$ cat src/rtl/audio_pkg.sv
// Shared types and constants for the mono I2S-style sample serializer.
package audio_pkg;

    localparam int SAMPLE_W   = 8;
    localparam int FRAME_BITS = 16;
    localparam int BIT_IDX_W  = $clog2(FRAME_BITS);
    localparam int SLOT_W     = $clog2(SAMPLE_W);

    typedef enum logic [1:0] {
        IDLE = 2'd0,
        LOAD = 2'd1,
        RUN  = 2'd2
    } state_t;

    // Offset-binary to two's complement: flipping the MSB subtracts midscale.
    function automatic logic [SAMPLE_W-1:0] to_twos(input logic [SAMPLE_W-1:0] s);
        return {~s[SAMPLE_W-1], s[SAMPLE_W-2:0]};
    endfunction

endpackage

$ cat src/rtl/audio_serial_tx_if.sv
// Valid/ready sample bus between the sample source and the serializer.
interface audio_serial_tx_if;
    import audio_pkg::*;

    logic [SAMPLE_W-1:0] sample_in;
    logic                sample_valid;
    logic                sample_ready;

    modport master (
        output sample_in,
        output sample_valid,
        input  sample_ready
    );

    modport slave (
        input  sample_in,
        input  sample_valid,
        output sample_ready
    );

endinterface

$ cat src/rtl/sample_fifo.sv
// Small register-based FIFO; head data is visible combinationally so it can be popped
// and consumed in the same cycle.
module sample_fifo #(
    parameter int DEPTH = 4,
    parameter int WIDTH = 8
) (
    input  logic                         Clk,
    input  logic                         Reset_n,
    input  logic                         push,
    input  logic                         pop,
    input  logic [WIDTH-1:0]             wdata,
    output logic [WIDTH-1:0]             rdata,
    output logic [$clog2(DEPTH+1)-1:0]   level,
    output logic                         full,
    output logic                         empty
);

    localparam int PTR_W = (DEPTH > 1) ? $clog2(DEPTH) : 1;
    localparam int LVL_W = $clog2(DEPTH + 1);

    logic [WIDTH-1:0] mem_q [DEPTH];
    logic [WIDTH-1:0] mem_d [DEPTH];
    logic [PTR_W-1:0] wr_ptr_q, wr_ptr_d;
    logic [PTR_W-1:0] rd_ptr_q, rd_ptr_d;
    logic [LVL_W-1:0] level_q, level_d;
    logic             do_push, do_pop;

    assign full    = (level_q == LVL_W'(DEPTH));
    assign empty   = (level_q == '0);
    assign do_push = push && !full;
    // A pop on an empty FIFO is dropped even if a push lands in the same cycle.
    assign do_pop  = pop && !empty;
    assign rdata   = mem_q[rd_ptr_q];
    assign level   = level_q;

    genvar gi;
    generate
        for (gi = 0; gi < DEPTH; gi++) begin : g_entry
            assign mem_d[gi] = (do_push && (wr_ptr_q == PTR_W'(gi))) ? wdata : mem_q[gi];
        end
    endgenerate

    always_comb begin
        wr_ptr_d = wr_ptr_q;
        rd_ptr_d = rd_ptr_q;
        level_d  = level_q;
        if (do_push) begin
            wr_ptr_d = wr_ptr_q + PTR_W'(1);
        end
        if (do_pop) begin
            rd_ptr_d = rd_ptr_q + PTR_W'(1);
        end
        if (do_push && !do_pop) begin
            level_d = level_q + LVL_W'(1);
        end else if (!do_push && do_pop) begin
            level_d = level_q - LVL_W'(1);
        end
    end

    always_ff @(posedge Clk or negedge Reset_n) begin
        if (!Reset_n) begin
            for (int i = 0; i < DEPTH; i++) begin
                mem_q[i] <= '0;
            end
            wr_ptr_q <= '0;
            rd_ptr_q <= '0;
            level_q  <= '0;
        end else begin
            mem_q    <= mem_d;
            wr_ptr_q <= wr_ptr_d;
            rd_ptr_q <= rd_ptr_d;
            level_q  <= level_d;
        end
    end

endmodule

$ cat src/rtl/audio_serial_tx.sv
// Buffers unsigned samples and serializes each one MSB-first into both slots of an
// I2S-style frame, generating bclk/lrclk/sdata from the system clock.
module audio_serial_tx
    import audio_pkg::*;
#(
    parameter int CLK_DIV    = 4,
    parameter int FIFO_DEPTH = 4
) (
    input  logic                              Clk,
    input  logic                              Reset_n,
    audio_serial_tx_if.slave                  sample_bus,
    input  logic                              enable,
    input  logic                              clear_underrun,
    output logic                              bclk,
    output logic                              lrclk,
    output logic                              sdata,
    output logic                              underrun,
    output logic [$clog2(FIFO_DEPTH+1)-1:0]   fifo_level
);

    localparam int DIV_W = $clog2(CLK_DIV);
    localparam int LVL_W = $clog2(FIFO_DEPTH + 1);

    logic                 fifo_push, fifo_pop, fifo_full, fifo_empty;
    logic [SAMPLE_W-1:0]  fifo_rdata;
    logic [LVL_W-1:0]     fifo_level_w;
    logic [SAMPLE_W-1:0]  load_word;

    state_t               state_q, state_d;
    logic [DIV_W-1:0]     div_q, div_d;
    logic [BIT_IDX_W-1:0] bit_idx_q, bit_idx_d;
    logic [BIT_IDX_W-1:0] next_idx;
    logic [SAMPLE_W-1:0]  shift_q, shift_d;
    logic                 bclk_q, bclk_d;
    logic                 lrclk_q, lrclk_d;
    logic                 sdata_q, sdata_d;
    logic                 underrun_q, underrun_d;
    logic                 bit_tick;

    assign sample_bus.sample_ready = !fifo_full;
    assign fifo_push               = sample_bus.sample_valid && sample_bus.sample_ready;

    sample_fifo #(
        .DEPTH (FIFO_DEPTH),
        .WIDTH (SAMPLE_W)
    ) u_fifo (
        .Clk     (Clk),
        .Reset_n (Reset_n),
        .push    (fifo_push),
        .pop     (fifo_pop),
        .wdata   (sample_bus.sample_in),
        .rdata   (fifo_rdata),
        .level   (fifo_level_w),
        .full    (fifo_full),
        .empty   (fifo_empty)
    );

    // An empty FIFO yields a silent (all-zero) frame rather than a stale sample.
    assign load_word = fifo_empty ? '0 : to_twos(fifo_rdata);
    assign bit_tick  = (div_q == DIV_W'(CLK_DIV - 1));
    assign next_idx  = bit_idx_q + BIT_IDX_W'(1);

    always_comb begin
        state_d   = state_q;
        div_d     = div_q;
        bit_idx_d = bit_idx_q;
        shift_d   = shift_q;
        bclk_d    = bclk_q;
        lrclk_d   = lrclk_q;
        sdata_d   = sdata_q;
        fifo_pop  = 1'b0;

        case (state_q)
            IDLE: begin
                div_d     = '0;
                bit_idx_d = '0;
                bclk_d    = 1'b0;
                lrclk_d   = 1'b0;
                sdata_d   = 1'b0;
                if (enable) begin
                    state_d = LOAD;
                end
            end

            LOAD: begin
                fifo_pop  = 1'b1;
                shift_d   = load_word;
                bit_idx_d = '0;
                div_d     = '0;
                bclk_d    = 1'b0;
                lrclk_d   = 1'b0;
                sdata_d   = load_word[SAMPLE_W-1];
                state_d   = RUN;
            end

            RUN: begin
                if (!bit_tick) begin
                    div_d = div_q + DIV_W'(1);
                end else begin
                    div_d  = '0;
                    bclk_d = !bclk_q;
                    // Data and word select only move on the falling toggle.
                    if (bclk_q) begin
                        if (bit_idx_q == BIT_IDX_W'(FRAME_BITS - 1)) begin
                            if (enable) begin
                                fifo_pop  = 1'b1;
                                shift_d   = load_word;
                                bit_idx_d = '0;
                                lrclk_d   = 1'b0;
                                sdata_d   = load_word[SAMPLE_W-1];
                            end else begin
                                state_d   = IDLE;
                                bit_idx_d = '0;
                                lrclk_d   = 1'b0;
                                sdata_d   = 1'b0;
                            end
                        end else begin
                            bit_idx_d = next_idx;
                            lrclk_d   = next_idx[BIT_IDX_W-1];
                            sdata_d   = shift_q[SLOT_W'(SAMPLE_W - 1) - next_idx[SLOT_W-1:0]];
                        end
                    end
                end
            end

            default: begin
                state_d = IDLE;
            end
        endcase

        underrun_d = underrun_q;
        if (clear_underrun) begin
            underrun_d = 1'b0;
        end
        if (fifo_pop && fifo_empty) begin
            underrun_d = 1'b1;
        end
    end

    always_ff @(posedge Clk or negedge Reset_n) begin
        if (!Reset_n) begin
            state_q    <= IDLE;
            div_q      <= '0;
            bit_idx_q  <= '0;
            shift_q    <= '0;
            bclk_q     <= 1'b0;
            lrclk_q    <= 1'b0;
            sdata_q    <= 1'b0;
            underrun_q <= 1'b0;
        end else begin
            state_q    <= state_d;
            div_q      <= div_d;
            bit_idx_q  <= bit_idx_d;
            shift_q    <= shift_d;
            bclk_q     <= bclk_d;
            lrclk_q    <= lrclk_d;
            sdata_q    <= sdata_d;
            underrun_q <= underrun_d;
        end
    end

    assign bclk       = bclk_q;
    assign lrclk      = lrclk_q;
    assign sdata      = sdata_q;
    assign underrun   = underrun_q;
    assign fifo_level = fifo_level_w;

endmodule
$ cat src/flat_wrapper.sv
// flat-port wrapper written by rule: the top's interface ports become plain ports
module audio_serial_tx_flat import audio_pkg::*;
#(
    parameter int CLK_DIV    = 4,
    parameter int FIFO_DEPTH = 4
)
  (Clk, Reset_n, enable, clear_underrun, bclk, lrclk, sdata, underrun, fifo_level, sample_bus_sample_in, sample_bus_sample_valid, sample_bus_sample_ready);
  audio_serial_tx_if sample_bus_i ();
  input  logic Clk;
  input  logic Reset_n;
  input  logic enable;
  input  logic clear_underrun;
  output logic bclk;
  output logic lrclk;
  output logic sdata;
  output logic underrun;
  output logic [$clog2(FIFO_DEPTH+1)-1:0] fifo_level;
  input wire logic [$bits(sample_bus_i.sample_in)-1:0] sample_bus_sample_in;
  input wire logic [$bits(sample_bus_i.sample_valid)-1:0] sample_bus_sample_valid;
  output wire logic [$bits(sample_bus_i.sample_ready)-1:0] sample_bus_sample_ready;
  assign sample_bus_i.sample_in = sample_bus_sample_in;
  assign sample_bus_i.sample_valid = sample_bus_sample_valid;
  assign sample_bus_sample_ready = sample_bus_i.sample_ready;
  audio_serial_tx #(.CLK_DIV(CLK_DIV), .FIFO_DEPTH(FIFO_DEPTH)) u_core (.Clk(Clk), .Reset_n(Reset_n), .sample_bus(sample_bus_i), .enable(enable), .clear_underrun(clear_underrun), .bclk(bclk), .lrclk(lrclk), .sdata(sdata), .underrun(underrun), .fifo_level(fifo_level));
endmodule
$ cat config.mk
export PLATFORM = sky130hd
export DESIGN_NAME = audio_serial_tx_flat
export DESIGN_NICKNAME = d
export VERILOG_FILES = /design/src/rtl/audio_pkg.sv /design/src/rtl/audio_serial_tx_if.sv /design/src/rtl/sample_fifo.sv /design/src/rtl/audio_serial_tx.sv /design/src/flat_wrapper.sv
export SDC_FILE = /design/constraint.sdc
export NUM_CORES = 1
export LEC_CHECK = 0
export CAP_MARGIN = 15
export CORE_ASPECT_RATIO = 0.8
export CORE_MARGIN = 1.5
export CORE_UTILIZATION = 50
export DETAILED_ROUTE_END_ITERATION = 6
export PLACE_DENSITY = 0.68
export SLEW_MARGIN = 10
export SYNTH_ARGS = -nofsm -noshare
export SYNTH_HDL_FRONTEND = slang
export SYNTH_HIERARCHICAL = 1
export SYNTH_SLANG_ARGS = --single-unit
$ cat constraint.sdc
create_clock -name Clk -period 2.55 [get_ports Clk]
set_clock_uncertainty 0.1 [all_clocks]
set_input_delay 0.765 -clock Clk [delete_from_list [all_inputs] [get_ports Clk]]
set_output_delay 0.765 -clock Clk [all_outputs]
set_load 0.03 [all_outputs]
### After elaboration in Yosys (flattened, before gate mapping)

Index checks and enable logic that the tools add are counted.

| storage, ports and cells | value |
|---|---|
| bits in registers | 59 |
| input bits | 13 |
| output and inout bits | 8 |
| word-level logic and storage cells | 112 |

| operators by class | value |
|---|---|
| $add $sub $neg | 7 |
| magnitude comparators | 2 |
| equality and inequality tests | 14 |
| muxes and demuxes | 43 |
| bitwise gates (word level) | 2 |
| reduce and logical (&&, ||, !) cells | 29 |

Operators by type and width:

| cell | count |
|---|---|
| $mux 8 | 7 |
| $bmux 8 s2 | 1 |
| $pmux 8 s2 | 1 |
| $mux 1 | 15 |
| $mux 2 | 6 |
| $mux 4 | 3 |
| $logic_and 1x1->1 | 10 |
| $reduce_and 5->1 | 2 |
| $eq 2x2->1 const B | 4 |
| $pmux 4 s2 | 1 |
| $reduce_bool 2->1 | 4 |
| $add 2x1->2 const B | 3 |
| $mux 3 | 2 |
| $ne 2x1->1 const B | 3 |
| $ne 2x2->1 const B | 3 |
| $pmux 1 s2 | 3 |
| $pmux 2 s3 | 1 |
| $reduce_and 3->1 | 2 |
| $logic_not 1->1 | 5 |
| $add 4x1->4 const B | 1 |
| $eq 2x1->1 const B | 2 |
| $eq 4x4->1 const B | 1 |
| $logic_not 2->1 | 2 |
| $lt 3x4->1 const B | 1 |
| other kinds (14) | 14 |

### Longest topological paths before layout

Gate-level depths: netlist (run 1).

| logic depth | value |
|---|---|
| word-level depth | 11 |
| depth in mapped cells | 13 |
| depth with buffers taken out | 12 |

### Hierarchy

Netlist (run 1), hierarchy kept.

By module, submodules not included:

| module | times used | cells an instance | area each (um^2) | seq. area each (um^2) |
|---|---|---|---|---|
| sample_fifo | 1 | 112 | 1781.7 | 975.9 |
| audio_serial_tx | 1 | 96 | 1068.5 | 475.5 |

### Worst setup path before layout (run 1)

OpenSTA, ideal clock, no wires.

| timing | value |
|---|---|
| kind | reg-to-reg |
| from | reg u_core.u_fifo.level_q[0] (netlist: u_core/u_fifo/level[0]) |
| to | reg u_core.u_fifo.level_q[2] (netlist: u_core/u_fifo/level[2]) |
| setup time | 0.080 ns |
| arrival time | 2.419 ns |
| data required time | 2.370 ns |
| setup slack | -0.050 ns |
| stages on the path, launching flop included | 9 |
| buffers on the path | 0 |
| period minus slack after synthesis | 2.600 ns |
| cells stage by stage | dfrtp_1 > nor3_1 > nand2b_1 > ha_1 > inv_1 > fa_1 > xor2_1 > nor2_1 > xor2_1 |

| between the ends | value |
|---|---|
| elaborated cells between the ends (all ways) | 16 |
| classes of those cells | add/sub: 2; eq/ne: 1; mux: 2; reduce/logical: 11 |

RTL lines:

| item | line | RTL |
|---|---|---|
| start: declaration | sample_fifo.sv:25 | `logic [LVL_W-1:0] level_q, level_d;` |
| start signal: assignment | sample_fifo.sv:72 | `level_q <= level_d;` |
| $logic_not 3->1 (*) | sample_fifo.sv:29 | `assign empty = (level_q == '0);` |
| via u_core.fifo_empty | audio_serial_tx.sv:24 | `logic fifo_push, fifo_pop, fifo_full, fifo_empty;` |
| $logic_not 1->1 (*) | sample_fifo.sv:32 | `assign do_pop = pop && !empty;` |
| $logic_and 1x1->1 (*) | sample_fifo.sv:32 |  |
| $logic_not 1->1 | sample_fifo.sv:53 | `if (do_push && !do_pop) begin` |
| $logic_and 1x1->1 | sample_fifo.sv:53 |  |
| $mux 3 / $reduce_bool 2->1 (equally long branches) | n/a |  |

Mark *: on every way through the listed nets, which the timed path passes. The rest lies on a longest branch. The select of a mux whose other input is x is not followed.
A chain may end at the register's enable or synchronous reset.

### Worst setup path after layout (run 1)

| timing | value |
|---|---|
| from | in sample_bus_sample_valid |
| to | reg u_core.u_fifo.level_q[2] (netlist: u_core/u_fifo/level[2]) |

| between the ends | value |
|---|---|
| word-level cells in the longest chain between the ends | 5 |
| elaborated cells between the ends (all ways) | 7 |
| classes of those cells | mux: 1; reduce/logical: 6 |

Ends and longest elaborated chain:

| item | line | RTL |
|---|---|---|
| start: declaration | flat_wrapper.sv:19 | `input wire logic [$bits(sample_bus_i.sample_valid)-1:0] sample_bus_sample_valid;` |
| $logic_and 1x1->1 (*) | audio_serial_tx.sv:41 | `assign fifo_push = sample_bus.sample_valid && sample_bus.sample_ready;` |
| via u_core.fifo_push | audio_serial_tx.sv:24 |  |
| $logic_and 1x1->1 (*) | sample_fifo.sv:30 | `assign do_push = push && !full;` |
| via u_core.u_fifo.do_push | sample_fifo.sv:26 | `logic do_push, do_pop;` |
| $logic_not 1->1 | sample_fifo.sv:55 | `end else if (!do_push && do_pop) begin` |
| $logic_and 1x1->1 | sample_fifo.sv:55 |  |
| $reduce_bool 2->1 (no line) | n/a |  |

Mark *: on every way through the listed nets, which the timed path passes. The rest lies on a longest branch.

==> flow_metrics.tcl, run 1 <==
set metrics [dict create \
    synthFlopType "dfrtp_1" \
    hold_buffers 0 \
    synth_seq_cells 58 \
    dr.first_iter.drc_count 89 \
    cp_top_family "adder cells" \
    syn_inst 208 \
    drt_first_pass_iters 4 \
    ys_async_sr_fraction 1.00 \
    grt.total_usage 0.205 \
    rsz0062_at_grt "no" \
    yosys.cell_count.top_type "dfrtp_1" \
    slew_headroom 0.610 \
    grt_pass1_vias 1983 \
    ys_types 40 \
    cp-end-kind "flip-flop" \
    drive_above_1_share 0.383 \
    synth.avg_cell_area_um2 13.7 \
    crit_path_max_fanout 2 \
    cap_viol_max_count 0 \
    synthesis.area_um2 2850 \
    core_um2 5470 \
    crit_buf_inv 2 \
    power_density_nw_per_um2 1250 \
    cp.required_ns 2.70 \
    final_core_utilization 0.637 \
    synth_area_leaders "dfrtp_1, mux2_2, mux4_2" \
    power_leakage_nw 1.50 \
    routed_via_density 5.31 \
    area_delta_synth_final_pct 22.1 \
    start_kind "input port" \
    setup-violations-final 0 \
    dpl.cell_count 318 \
    die_w_um 87.4 \
    antennaDiodeCount 0 \
    timing.final.crit_period_ns 2.47 \
    yosysWarnings 6 \
    antenna_found_initial 0 \
    synth_commonest_cells "dfrtp_1, mux2_2, nand2_1" \
    syn_nets 233 \
    placed_area_um2 3310 \
    grt_pass1_wl_mm 9.45 \
    critPathKind "input port to flip-flop" \
    critPathSlowestCell "clkdlybuf4s50_1" \
    wire_per_inst_um 16.1 \
    crit_chain "clkdlybuf4s50_1, nor2b_2, nor2b_2, ha_2, inv_1, fa_1, xor2_1, nor2_1, xor2_1" \
    cp.arrival_ns 2.62 \
    ant_nets 0 \
    start_util 0.522 \
    hold_viol 0 \
    fmax_ghz 0.405 \
    cts_tree "built" \
    maxSlewViolCount 0 \
    hold_class "input port to async pin" \
    gp_congestion 0.817 \
    synth_edf_count 0 \
    placementRows 24 \
    fin_nets 277 \
    path_clk_slew_ns 0.06 \
    ir_worst_vdd_mv 0.477 \
    fin_area_um2 3480 \
    drt_wl_total_mm 5.39 \
    clk_path_buf_depth 2 \
    root_buffer "clkbuf_8" \
    synth.top_cell.area_share 0.509 \
    grt_start_max_net_pins 35 \
    finalCritPeriodShare 0.967 \
    dp_hpwl_mm 3.97 \
    outcome "finished, final reports clean" \
    grt-ovfl-total 0 \
    yosys.area.top_type "dfrtp_1" \
    yosysSeqAreaShare 0.509 \
    insertion_delay_ns 0.34 \
    tightest_slew_ns 0.585 \
    die_h_um 70.5 \
    cts_made_buffers 9 \
    die_area_um2 6170 \
    boundaryPins 21 \
    cpPeakStageDelay_ns 0.45 \
    drc 0 \
    cts.sinks 58 \
    io_buffers 20 \
    h-tree-depth 3 \
    dr_total_vias 1773 \
    final_cells 334 \
]
stage by stage:
stage / power (mW) / setup TNS (ns) / hold WS (ns) / worst slack (ns)
detailed placement: 3.70 / -0.671 / 0.374 / -0.354
global placement: 3.57 / -0.546 / 0.364 / -0.332
global route: 4.66 / 0 / 0.359 / 0.00532
finish: 4.35 / 0 / 0.328 / 0.0833
CTS: 4.39 / -0.00666 / 0.337 / -0.00666
floorplan: 3.06 / 0 / 0.352 / 0.0930
worst paths after layout:
kind | start | to | slack, ns | cells after the start
max | sample_bus_sample_valid | u_core/u_fifo/level[2] | 0.08 | 9
min | Reset_n | u_core/u_fifo/level[0] | 0.33 | 1
max reg2reg | u_core/bit_idx_q[0] | u_core/u_fifo/level[2] | 0.13 | 11
min reg2reg | u_core/u_fifo/mem_q[23] | u_core/u_fifo/mem_q[23] | 0.39 | 1
max in group asynchronous | Reset_n | u_core/u_fifo/mem_q[10] | 1.44 | 2
min in group Clk | u_core/u_fifo/mem_q[23] | u_core/u_fifo/mem_q[23] | 0.39 | 1
cells by family after synthesis:
family | synth area share
AO/OA/AOI/OAI | 0.0487
XOR/XNOR | 0.0184
adder cells (fa/ha/maj) | 0.0553
buffers and inverters | 0.0233
flip-flops | 0.509
multiplexers | 0.260
AND/OR/NAND/NOR | 0.0847
area by class of cell:
| cell class | count | area (um^2) |
|---|---|---|
| multi-input cells | 135 | 1350 |
| fillers | 407 | 1980 |
| clock inverters | 3 | 17.5 |
| flip-flops and latches | 58 | 1450 |
| repair buffers | 38 | 394 |
| inverters | 10 | 37.5 |
| clock buffers | 12 | 135 |
| well taps | 78 | 97.6 |
routing by layer:
metal,track usage,share of wire,up-vias
met5,0,0,-
met4,0.0600,0.013,0
met3,0.0770,0.045,9
met2,0.324,0.51,36
met1,0.267,0.43,894
li1,-,-,834
where the power goes:
part | switching, mW | internal (mW) | leakage [nW]
combinational | 0.803 | 1.18 | 0.715
sequential | 0.329 | 1.36 | 0.707
clock | 0.329 | 0.344 | 0.0762
timing repair:
item | in CTS | in global routing
setup endpoints to repair | 2 | 2
pin swaps | 0 | 3
gates resized for setup | 1 | 5
buffers inserted | 0 | 1
sequential cells by signal (all words and copies together), names as in the netlist, 2 cells and up:
| name | flops |
|---|---|
| u_core/u_fifo/mem_q | 32 |
| u_core/shift_q | 8 |
| u_core/bit_idx_q | 4 |
| u_core/u_fifo/level | 3 |
| u_core/div_q | 2 |
| u_core/state_q | 2 |
| u_core/u_fifo/rd_ptr_q | 2 |
| u_core/u_fifo/wr_ptr_q | 2 |
layout by cell type (no fill, tap or decap), types with 3 or more instances in the layout:
cell             netlist  layout
a22o_1                 3       3
buf_12                 0       5
buf_4                  0      13
clkbuf_1               1       3
clkbuf_8               0       9
clkdlybuf4s50_1        0      17
dfrtp_1               58      58
ha_1                  11      10
inv_1                 10      10
mux2_2                43      43
mux4_2                10      10
nand2_1               12      11
nor2_1                 5       5
nor2_2                 4       4
nor2b_1                9       7
o21ai_0                5       5
xnor2_1                4       4
(Power assumes the default switching activity.)
==> inputs of run 2 (changes only) <==
--- a/config.mk
+++ b/config.mk
@@ -6,11 +6,13 @@
 export NUM_CORES = 1
 export LEC_CHECK = 0
 export CAP_MARGIN = 15
+export CELL_PAD_IN_SITES_DETAIL_PLACEMENT = 1
+export CELL_PAD_IN_SITES_GLOBAL_PLACEMENT = 2
 export CORE_ASPECT_RATIO = 0.8
 export CORE_MARGIN = 1.5
-export CORE_UTILIZATION = 50
+export CORE_UTILIZATION = 37
 export DETAILED_ROUTE_END_ITERATION = 6
-export PLACE_DENSITY = 0.68
+export PLACE_DENSITY = 0.71
 export SLEW_MARGIN = 10
 export SYNTH_ARGS = -nofsm -noshare
 export SYNTH_HDL_FRONTEND = slang
==> flow_metrics.tcl, run 2 (synthesized netlist as in run 1, its figures left out) <==
set metrics [dict create \
    antennaDiodeCount 0 \
    cts.sinks 58 \
    regMostFlops "u_core/u_fifo/mem_q" \
    start_kind "flip-flop" \
    hold_buffers 0 \
    grt_pass1_wl_mm 9.80 \
    cap_viol_max_count 0 \
    h-tree-depth 3 \
    cts_tree "built" \
    die_w_um 101 \
    ff2ff_path_depth 11 \
    drt_wl_total_mm 5.70 \
    boundaryPins 21 \
    fin_hold_ws_ns 0.322 \
    final.setup.worst_slack_ns 0.109 \
    root_buffer "clkbuf_8" \
    power_density_nw_per_um2 1280 \
    grt_pass1_vias 1975 \
    dp_slack_ns -0.400 \
    cp_top_family "buffers and inverters" \
    dpl.cell_count 346 \
    cp.required_ns 1.69 \
    largest_reg_flops 32 \
    ir_worst_vdd_mv 0.513 \
    crit_buf_inv 1 \
    worst-r2r-setup-slack_ns 0.16 \
    cp-startpoint "u_core/u_fifo/level[0]" \
    power_leakage_nw 1.56 \
    critPathKind "flip-flop to primary output" \
    antenna_found_initial 0 \
    cp-end-kind "primary output" \
    gp_congestion 0.727 \
    layout_common_cells "dfrtp_1, mux2_2, buf_4" \
    fmax_ghz 0.410 \
    clk_path_buf_depth 2 \
    fin_area_um2 3630 \
    cpPeakStageDelay_ns 0.73 \
    timing.final.crit_period_ns 2.44 \
    hold_class "input port to async pin" \
    p_total_mw 4.66 \
    final_common_cell "dfrtp_1" \
    maxSlewViolCount 0 \
    rsz0062_at_grt "no" \
    drc 0 \
    top_regs "u_core/u_fifo/mem_q x32, u_core/shift_q x8, u_core/bit_idx_q x4" \
    met2RoutedLength_mm 2.80 \
    final_core_utilization 0.489 \
    slew_headroom 0.603 \
    cp.arrival_ns 1.58 \
    rr_startpoint "u_core/div_q[0]" \
    placed_area_um2 3350 \
    wirelength_met1_mm 2.61 \
    critPathSlowestCell "clkdlybuf4s50_1" \
    dr_total_vias 1814 \
    worstSetupEndpoint "fifo_level[0]" \
    dr.first_iter.drc_count 48 \
    fin_setup_tns_ns 0 \
    maxUsedRoutingLayer "met4" \
    hold_viol 0 \
    tightest_slew_ns 0.595 \
    insertion_delay_ns 0.34 \
    area_delta_synth_final_pct 27.4 \
    wire_per_inst_um 15.4 \
    finalCritPeriodShare 0.957 \
    drive_above_1_share 0.404 \
    crit_path_max_fanout 5 \
    path_depth 1 \
    ant_nets 0 \
    crit_chain "clkdlybuf4s50_1" \
    wl_met3_um 191 \
    routed_via_density 4.90 \
    core_um2 7430 \
    cts_made_buffers 9 \
    die_area_um2 8240 \
    final_cells 370 \
    r2r-end "u_core/u_fifo/level[2]" \
    outcome "finished, final reports clean" \
    path_clk_slew_ns 0.06 \
    dp_hpwl_mm 3.92 \
    start_util 0.384 \
    fin_nets 285 \
    drt_first_pass_iters 4 \
    grt_start_max_net_pins 59 \
    grt-ovfl-total 0 \
    placementRows 28 \
    io_buffers 20 \
    setup-violations-final 0 \
    die_h_um 81.5 \
    grt.total_usage 0.163 \
]
run 2: how the worst min path moves through the flow:
stage | from | endpoint | slack, ns | cells after the start
finish | Reset_n | u_core/u_fifo/wr_ptr_q[0] | 0.32 | 2
global route | Reset_n | u_core/u_fifo/wr_ptr_q[0] | 0.33 | 2
CTS | Reset_n | u_core/u_fifo/wr_ptr_q[0] | 0.32 | 2
detailed placement | u_core/u_fifo/mem_q[15] | u_core/u_fifo/mem_q[15] | 0.38 | 1
global placement | u_core/u_fifo/mem_q[15] | u_core/u_fifo/mem_q[15] | 0.37 | 1
floorplan | u_core/u_fifo/mem_q[15] | u_core/u_fifo/mem_q[15] | 0.35 | 1
run 2: area by class of cell:
class                   count  area, um^2
fillers                   767        3790
flip-flops and latches     58        1450
multi-input cells         135        1340
repair buffers             46         450
clock buffers              11         141
well taps                 105         131
clock inverters             5        77.6
inverters                  10        37.5
run 2: report_power, final:
part	internal (mW)	switching (mW)	total (mW)	leakage, nW
registers	1.36	0.342	1.70	0.707
clock network	0.573	0.361	0.934	0.109
logic	1.23	0.794	2.03	0.738
total	3.17	1.50	4.66	1.56
run 2: repair_timing:
| action | CTS | global route |
|---|---|---|
| setup endpoints to repair | 2 | 1 |
| hold endpoints to repair | 0 | 0 |
| resized for setup | 3 | 1 |
| setup buffers | 8 | 0 |
| pin swaps | 3 | 0 |
run 2: per-layer routing:
layer,GRT usage,vias up
li1,-,853
met1,0.197,926
met2,0.271,25
met3,0.0528,10
met4,0.0653,0
met5,0,-
==> inputs of run 3 (changes only) <==
--- a/config.mk
+++ b/config.mk
@@ -10,11 +10,10 @@
 export CELL_PAD_IN_SITES_GLOBAL_PLACEMENT = 2
 export CORE_ASPECT_RATIO = 0.8
 export CORE_MARGIN = 1.5
-export CORE_UTILIZATION = 37
+export CORE_UTILIZATION = 36
 export DETAILED_ROUTE_END_ITERATION = 6
-export PLACE_DENSITY = 0.71
-export SLEW_MARGIN = 10
+export PLACE_DENSITY = 0.7
+export SLEW_MARGIN = 15
 export SYNTH_ARGS = -nofsm -noshare
 export SYNTH_HDL_FRONTEND = slang
-export SYNTH_HIERARCHICAL = 1
 export SYNTH_SLANG_ARGS = --single-unit
==> flow_metrics.tcl, run 3 <==
set metrics [dict create \
    p_sw_frac 0.338 \
    clk_path_buf_depth 2 \
    drt_first_pass_iters 4 \
    fin_nets 301 \
    antenna_found_initial 0 \
    area_delta_synth_final_pct 26.3 \
    dr.first_iter.drc_count 67 \
    boundaryPins 21 \
    synthFlopType "dfrtp_1" \
    die_w_um 103 \
    setup-violations-final 0 \
    cp.required_ns 2.67 \
    rr_startpoint "u_core.state_q[0]" \
    r2r-end "u_core.u_fifo.level[1]" \
    fmax_ghz 0.411 \
    routed_via_density 4.88 \
    placed_area_um2 3360 \
    ys_types 35 \
    yosysSeqAreaShare 0.509 \
    p_seq_frac 0.378 \
    synthesis.area_um2 2850 \
    critPathKind "input port to flip-flop" \
    internal-power_mw 2.82 \
    start_kind "input port" \
    h-tree-depth 3 \
    cp.arrival_ns 2.55 \
    grt.total_usage 0.155 \
    ys_async_sr_fraction 1.00 \
    cts.sinks 58 \
    largest_reg_flops 32 \
    slew_headroom 0.698 \
    drt_wl_total_mm 5.63 \
    synth.avg_cell_area_um2 12.7 \
    io_buffers 20 \
    layout_common_cells "dfrtp_1, mux2_2, buf_4" \
    cts_tree "built" \
    grt_pass1_vias 1913 \
    dp_slack_ns -0.522 \
    synth_seq_cells 58 \
    rsz0062_at_grt "no" \
    timing.final.crit_period_ns 2.43 \
    die_area_um2 8470 \
    hold_viol 0 \
    crit_path_max_fanout 2 \
    grt_start_max_net_pins 59 \
    hold_buffers 0 \
    grt-ovfl-total 0 \
    placementRows 28 \
    core_um2 7530 \
    ant_nets 0 \
    top_regs "u_core.u_fifo.mem_q x32, u_core.shift_q x8" \
    final.setup.worst_slack_ns 0.117 \
    finalCritPeriodShare 0.954 \
    power_frac_comb 0.423 \
    power_leakage_nw 1.55 \
    yosys.area.top_type "dfrtp_1" \
    regMostFlops "u_core.u_fifo.mem_q" \
    maxSlewViolCount 0 \
    synth.top_cell.area_share 0.509 \
    cts_made_buffers 9 \
    cap_viol_max_count 0 \
    ir_worst_vdd_mv 0.434 \
    drive_above_1_share 0.358 \
    power_density_nw_per_um2 1180 \
    tightest_slew_ns 0.453 \
    yosysWarnings 0 \
    dr_total_vias 1874 \
    outcome "finished, final reports clean" \
    syn_nets 251 \
    fin_area_um2 3600 \
    dp_hpwl_mm 3.91 \
    gp_congestion 0.692 \
    grt_pass1_wl_mm 9.51 \
    fin_setup_tns_ns 0 \
    die_h_um 82.6 \
    ff2ff_path_depth 9 \
    worst-r2r-setup-slack_ns 0.12 \
    synth_commonest_cells "dfrtp_1, mux2_2, inv_1" \
    p_total_mw 4.26 \
    start_util 0.379 \
    wire_per_inst_um 14.7 \
    synth_edf_count 0 \
    insertion_delay_ns 0.33 \
    syn_inst 224 \
    cp-end-kind "flip-flop" \
    synth_area_leaders "dfrtp_1, mux2_2, mux4_2" \
    antennaDiodeCount 0 \
    power_switching_mw 1.44 \
    yosys.cell_count.top_type "dfrtp_1" \
    root_buffer "clkbuf_8" \
    final_common_cell "dfrtp_1" \
    drc 0 \
    pwr-share-clk 0.199 \
    path_clk_slew_ns 0.07 \
    hold_class "input port to async pin" \
]
run 3: cell count changes in the layout (fill, tap and decap cells not counted), sizes merged, moves of 3 or more:
cell and change:
o22ai +3, or3 +4, nor2b -8, o21ai +7, a21oi +3, inv +9, nand3 +8, mux2 -8
run 3: how the worst max path moves through the flow:
| stage | startpoint | to | cells past startpoint |
|---|---|---|---|
| floorplan | u_core.state_q[0] | u_core.u_fifo.level[1] | 10 |
| global placement | enable | u_core.u_fifo.level[1] | 8 |
| detailed placement | enable | u_core.u_fifo.level[1] | 8 |
| CTS | u_core.state_q[0] | u_core.u_fifo.level[1] | 9 |
| global route | u_core.state_q[0] | u_core.u_fifo.level[1] | 9 |
| finish | enable | u_core.u_fifo.level[1] | 8 |
run 3: final cells by class:
| cell class | count | area [um^2] |
|---|---|---|
| clock buffers | 9 | 124 |
| clock inverters | 7 | 78.8 |
| fillers | 806 | 3930 |
| inverters | 18 | 67.6 |
| multi-input cells | 140 | 1320 |
| flip-flops and latches | 58 | 1450 |
| well taps | 105 | 131 |
| repair buffers | 47 | 433 |
run 3: cells by family after synthesis:
logic type | count (synthesis) | synth area share
flip-flops | 58 | 0.509
multiplexers | 49 | 0.235
AND/OR/NAND/NOR | 42 | 0.0723
AO/OA/AOI/OAI | 28 | 0.0618
buffers and inverters | 26 | 0.0373
adder cells (fa/ha/maj) | 14 | 0.0640
XOR/XNOR | 7 | 0.0215
run 3: critical path, stage by stage:
cell           delay (ns)
dlygate4sd2_1        0.21
nand2_1              0.07
o31a_1               0.26
or3_4                0.36
ha_4                 0.17
inv_1                0.06
fa_1                 0.40
mux2_2               0.27
run 3: through the flow:
| stage | std cells | utilization | hold slack (ns) |
|---|---|---|---|
| floorplan | 224 | - | 0.357 |
| global placement | 365 | 0.446 | 0.371 |
| detailed placement | 365 | 0.446 | 0.382 |
| CTS | 381 | 0.474 | 0.325 |
| global route | 384 | 0.478 | 0.321 |
| finish | 384 | 0.478 | 0.311 |
run 3: power by group through the flow:
stage | clock network [mW] | registers [mW] | logic [mW]
6_report | 0.850 | 1.61 | 1.80
4_1_cts | 0.880 | 1.62 | 1.81
3_5_place_dp | 0 | 1.63 | 1.80
2_1_floorplan | 0 | 1.59 | 1.22
3_3_place_gp | 0 | 1.62 | 1.76
5_1_grt | 0.919 | 1.67 | 2.01
run 3: timing repair:
item                                    CTS  global route
setup buffers                             0             3
endpoints found under the setup margin    3             2
gates resized for setup                   3             6
pin swaps                                 3             3
run 3: per-layer routing:
| metal | vias up | part of all wire | track usage |
|---|---|---|---|
| met5 | - | 0 | 0 |
| met4 | 0 | 0.011 | 0.0493 |
| met3 | 6 | 0.033 | 0.0530 |
| met2 | 21 | 0.46 | 0.241 |
| met1 | 951 | 0.49 | 0.205 |
| li1 | 896 | - | - |
